<file path="src/rtl/param_updown_counter.sv">
// Purpose: parameterised up/down counter with clamped load, terminal-count pulse and sticky wrap flag.
// Latency: 1 cycle from load/en to data_out, tc and wrap_flag; zero is combinational from the count.
// Backpressure: none, a new command is accepted every cycle. Boundary mode: wrap by default, saturate when CNT_SATURATE_EN is defined.
module param_updown_counter #(
  parameter int               WIDTH   = 16,
  parameter logic [WIDTH-1:0] MAX_VAL = {WIDTH{1'b1}}
) (
  input  logic             clk,
  input  logic             reset,
  input  logic             en,
  input  logic             load,
  input  logic             mode,
  input  logic [WIDTH-1:0] data_in,
  input  logic             clr_flag,
  output logic [WIDTH-1:0] data_out,
  output logic             tc,
  output logic             wrap_flag,
  output logic             zero
);

`ifdef CNT_SATURATE_EN
  localparam bit SATURATE = 1'b1;
`else
  localparam bit SATURATE = 1'b0;
`endif

  logic [WIDTH-1:0] cnt_q, cnt_d;
  logic             tc_q, tc_d;
  logic             flag_q, flag_d;
  logic             at_top;
  logic             at_bottom;
  logic             boundary;

  assign at_top    = (cnt_q == MAX_VAL);
  assign at_bottom = (cnt_q == '0);
  // A boundary event only exists in a counting cycle; load pre-empts it.
  assign boundary  = en && !load && (mode ? at_top : at_bottom);

  // Next-state selection: load beats count, out-of-range loads clamp to MAX_VAL.
  always_comb begin
    cnt_d  = cnt_q;
    tc_d   = 1'b0;
    flag_d = flag_q;
    if (load) begin
      cnt_d = (data_in > MAX_VAL) ? MAX_VAL : data_in;
    end else if (en) begin
      if (mode) begin
        if (at_top) cnt_d = SATURATE ? MAX_VAL : '0;
        else        cnt_d = cnt_q + 1'b1;
      end else begin
        if (at_bottom) cnt_d = SATURATE ? '0 : MAX_VAL;
        else           cnt_d = cnt_q - 1'b1;
      end
    end
    tc_d = boundary;
    // Setting the flag wins over a simultaneous clear.
    if (boundary)      flag_d = 1'b1;
    else if (clr_flag) flag_d = 1'b0;
  end

  // State registers with synchronous reset overriding every other input.
  always_ff @(posedge clk) begin
    if (reset) begin
      cnt_q  <= '0;
      tc_q   <= 1'b0;
      flag_q <= 1'b0;
    end else begin
      cnt_q  <= cnt_d;
      tc_q   <= tc_d;
      flag_q <= flag_d;
    end
  end

  assign data_out  = cnt_q;
  assign tc        = tc_q;
  assign wrap_flag = flag_q;
  // Forced high while reset is held so zero is valid before the first reset edge.
  assign zero      = reset || at_bottom;

endmodule

</file>
<file path="config.mk">
export PLATFORM = sky130hd
export DESIGN_NAME = param_updown_counter
export DESIGN_NICKNAME = d
export VERILOG_FILES = /design/src/rtl/param_updown_counter.sv
export SDC_FILE = /design/constraint.sdc
export NUM_CORES = 1
export LEC_CHECK = 0
export ABC_AREA = 1
export BUFFER_PORTS_ARGS = -buffer_cell sky130_fd_sc_hd__buf_4
export CORE_ASPECT_RATIO = 1.4
export CORE_MARGIN = 2
export CORE_UTILIZATION = 45
export DETAILED_ROUTE_END_ITERATION = 8
export MAX_ROUTING_LAYER = met4
export PLACE_DENSITY = 0.68
export RECOVER_POWER = 25
export SLEW_MARGIN = 20
export SYNTH_ARGS = -nofsm -noshare
export SYNTH_HDL_FRONTEND = slang
export SYNTH_SLANG_ARGS = --single-unit
</file>
<file path="constraint.sdc">
create_clock -name clk -period 2 [get_ports clk]
set_input_delay 0.1 -clock clk [delete_from_list [all_inputs] [get_ports clk]]
set_output_delay 0.1 -clock clk [all_outputs]
set_load 0.05 [all_outputs]
</file>
==> reports/metrics.csv <==
stage,metric,value,unit
status,status,"finished, violations left",
status,failing checks,design-rule violations,
worst_setup_path,worst r2r src,data_out[8],
timing,final setup margin,0.116,ns
die,Top Ports,41,
worst_hold_path,Hold Path Class,input port to register,
die,Chip Width,58.7,um
cts,CTS Sinks,18,
grt,first-pass GRT wire length,9450,um
worst_setup_path,Critical Path End,zero,
grt,pin count of the biggest net entering global routing,19,
timing,Tmin final,1.88,ns
worst_setup_path,worst-case reg-to-reg path depth,9,
route,# DRC,3,
grt,total track usage,0.267,
place,Setup Slack @ Placement,0.272,ns
layout,"most common cell after layout, fill and taps aside",nand2_1,
cts,CTS tree,done,
place,placed cell area,2210,um^2
worst_setup_path,Startpoint Class,register,
timing,final slew viol count,0,
grt,initial antenna violation count,0,
logic_synthesis,"Avg Cell Area, Syn",5.99,um^2
die,initial core utilization,0.473,
die,floorplan die height,80.6,um
logic_synthesis,Synth area leader,nand2_1,
logic_synthesis,post-synthesis sequential area ratio,0.191,
timing,setup_tns,0,ns
logic_synthesis,synthesized area,1890,um^2
worst_setup_path,"Req. time, crit path",1.90,ns
layout,post-layout util,0.559,
worst_setup_path,r2r endpoint,data_out[9],
cts,CTS Hold Bufs,0,
run,MaxCap Viol Count,0,
cts,setup bufs post-CTS,0,
logic_synthesis,count of cell types in the netlist,34,
logic_synthesis,syn_nets,340,
layout,share of cells above drive strength 1,0.207,
worst_setup_path,Crit. End Element,output pin,
die,die area,4730,um^2
cts,CTS Buf Count,3,
layout,Ant. Diodes,0,
route,"wirelength, routed",5740,um
route,vias,2190,
place,GP Congestion,0.990,
logic_synthesis,largest cells by area after synthesis,"nand2_1 (19%), dfxtp_1 (19%), nand3_1 (8.2%)",
cts,root buffer cell,clkbuf_8,
worst_setup_path,Worst setup startpoint,data_out[0],
worst_setup_path,worst-path fanout max,12,
power_and_ir_drop,VDD IR max,0.340,mV
logic_synthesis,Most used DFF post-synth,dfxtp_1,
die,Core Region,3990,um^2
logic_synthesis,Ys Warns,0,
timing,max_slew headroom,0.604,
timing,unrepaired setup endpoints after global routing,false,
layout,multi-input logic area,1330,um^2
cts,H-tree depth reported by CTS,1,
layout,post-layout instance area,2230,um^2
layout,Area Growth Syn to Fin,18.1,%
grt,grt ovf,0,
worst_hold_path,Hold Path Stages,2,
power_and_ir_drop,Tot Pwr,0.00131,W
cts,post_cts resized,0,
timing,Clock Skew,0.00459,ns
route,drt via density,5.54,
timing,Worst-Margin Slew,0.597,ns
logic_synthesis,Post-synth EDFFs,0,
die,row count,27,
worst_setup_path,flop2flop setup slack,0.20,ns
layout,Fill cells,429,
timing,Final Cycle Share,0.942,
layout,most frequent cells in the layout,"nand2_1 (98), buf_4 (37), nand3_1 (31), nor2_1 (29), inv_1 (27)",
logic_synthesis,Mapped Cells,315,
power_and_ir_drop,Pleak,1.12,nW
cts,clk_lat worst skew,0.27,ns
logic_synthesis,ys async rst share,0,
place,HPWL after DPL,4290,um
power_and_ir_drop,Power Density,586,nW/um^2
layout,nets,378,
layout,FF/Latch Area,360,um^2
route,Initial DRT Pass Iterations,7,
timing,fmax,531,MHz
logic_synthesis,share of the synthesized area in the top cell type,0.195,
worst_setup_path,"Arr. time, crit path",1.78,ns
timing,final setup vio count,0,
logic_synthesis,#FFs+latches synth,18,
worst_setup_path,CP Class,register to output pin,
grt,number of global-route vias before repair,1999,
route,Routed WL per cell,14.5,um
route,DRT iter0 DRCs,153,
cts,CTS max path bufs,2,
route,ANT nets after route,0,
timing,Fin. Hold Viols,0,
cts,CTS clock-pin slew for the worst setup and hold paths,0.08,ns
place,PortBufs,40,
[logic make-up (layout without fill, tap and decap cells)]
| family | count (synthesis) | in the layout | synth area share |
|---|---|---|---|
| AND/OR/NAND/NOR | 192 | 192 | 0.486 |
| flip-flops | 18 | 18 | 0.191 |
| buffers and inverters | 45 | 82 | 0.105 |
| XOR/XNOR | 10 | 10 | 0.0464 |
| AO/OA/AOI/OAI | 47 | 47 | 0.151 |
| adder cells (fa/ha/maj) | 3 | 3 | 0.0199 |
[where the power goes]
part	total [W]	internal [W]	switching, W
clock	0.000328	0.000176	0.000152
sequential	0.000432	0.000383	0.0000489
combinational	0.000546	0.000187	0.000360
[worst min-delay path by stage]
stage                     startpoint   endpoint  slack (ns)
after floorplan             clr_flag  wrap_flag        0.21
after global routing        clr_flag  wrap_flag        0.02
after CTS                   clr_flag  wrap_flag        0.02
after global placement      clr_flag  wrap_flag        0.30
final                       clr_flag  wrap_flag        0.02
after detailed placement    clr_flag  wrap_flag        0.31
[Yosys cell counts, types with 6 or more instances]
master and count:
xor2_1 10, nor2_2 6, nand2_1 98, inv_1 27, buf_2 6, o21ai_0 15
a21oi_1 10, dfxtp_1 18, nand3_1 31, nor2_1 29, a22oi_1 9
[worst max-delay path, stage by stage, from the launching register on]
cell,delay (ns)
dfxtp_1,0.38
inv_1,0.18
ha_1,0.23
nand3_1,0.09
nand3b_4,0.29
nand2_1,0.13
buf_4,0.21
[cell type report]
type,instances,area share
clock buffers,4,0.0247
flip-flops and latches,18,0.162
well taps,43,0.0241
multi-input cells,252,0.596
inverters,32,0.0539
repair buffers,46,0.140
[layer usage]
| metal | track usage | vias to the layer above | share of wire |
|---|---|---|---|
| met5 | - | - | 0 |
| met2 | 0.459 | 84 | 0.52 |
| met1 | 0.305 | 990 | 0.39 |
| met3 | 0.0242 | 19 | 0.054 |
| met4 | 0.125 | 0 | 0.028 |
| li1 | - | 1097 | - |
[state kept, by name (all words and copies together) (netlist names)]
name and count:
data_out 16, tc 1, wrap_flag 1
[metrics by stage]
stage,cells,hold slack (ns)
2_1_floorplan,315,0.214
3_3_place_gp,391,0.303
3_5_place_dp,391,0.305
4_1_cts,395,0.0170
5_1_grt,395,0.0160
6_report,395,0.0177
Power figures use the tool's default switching activity.
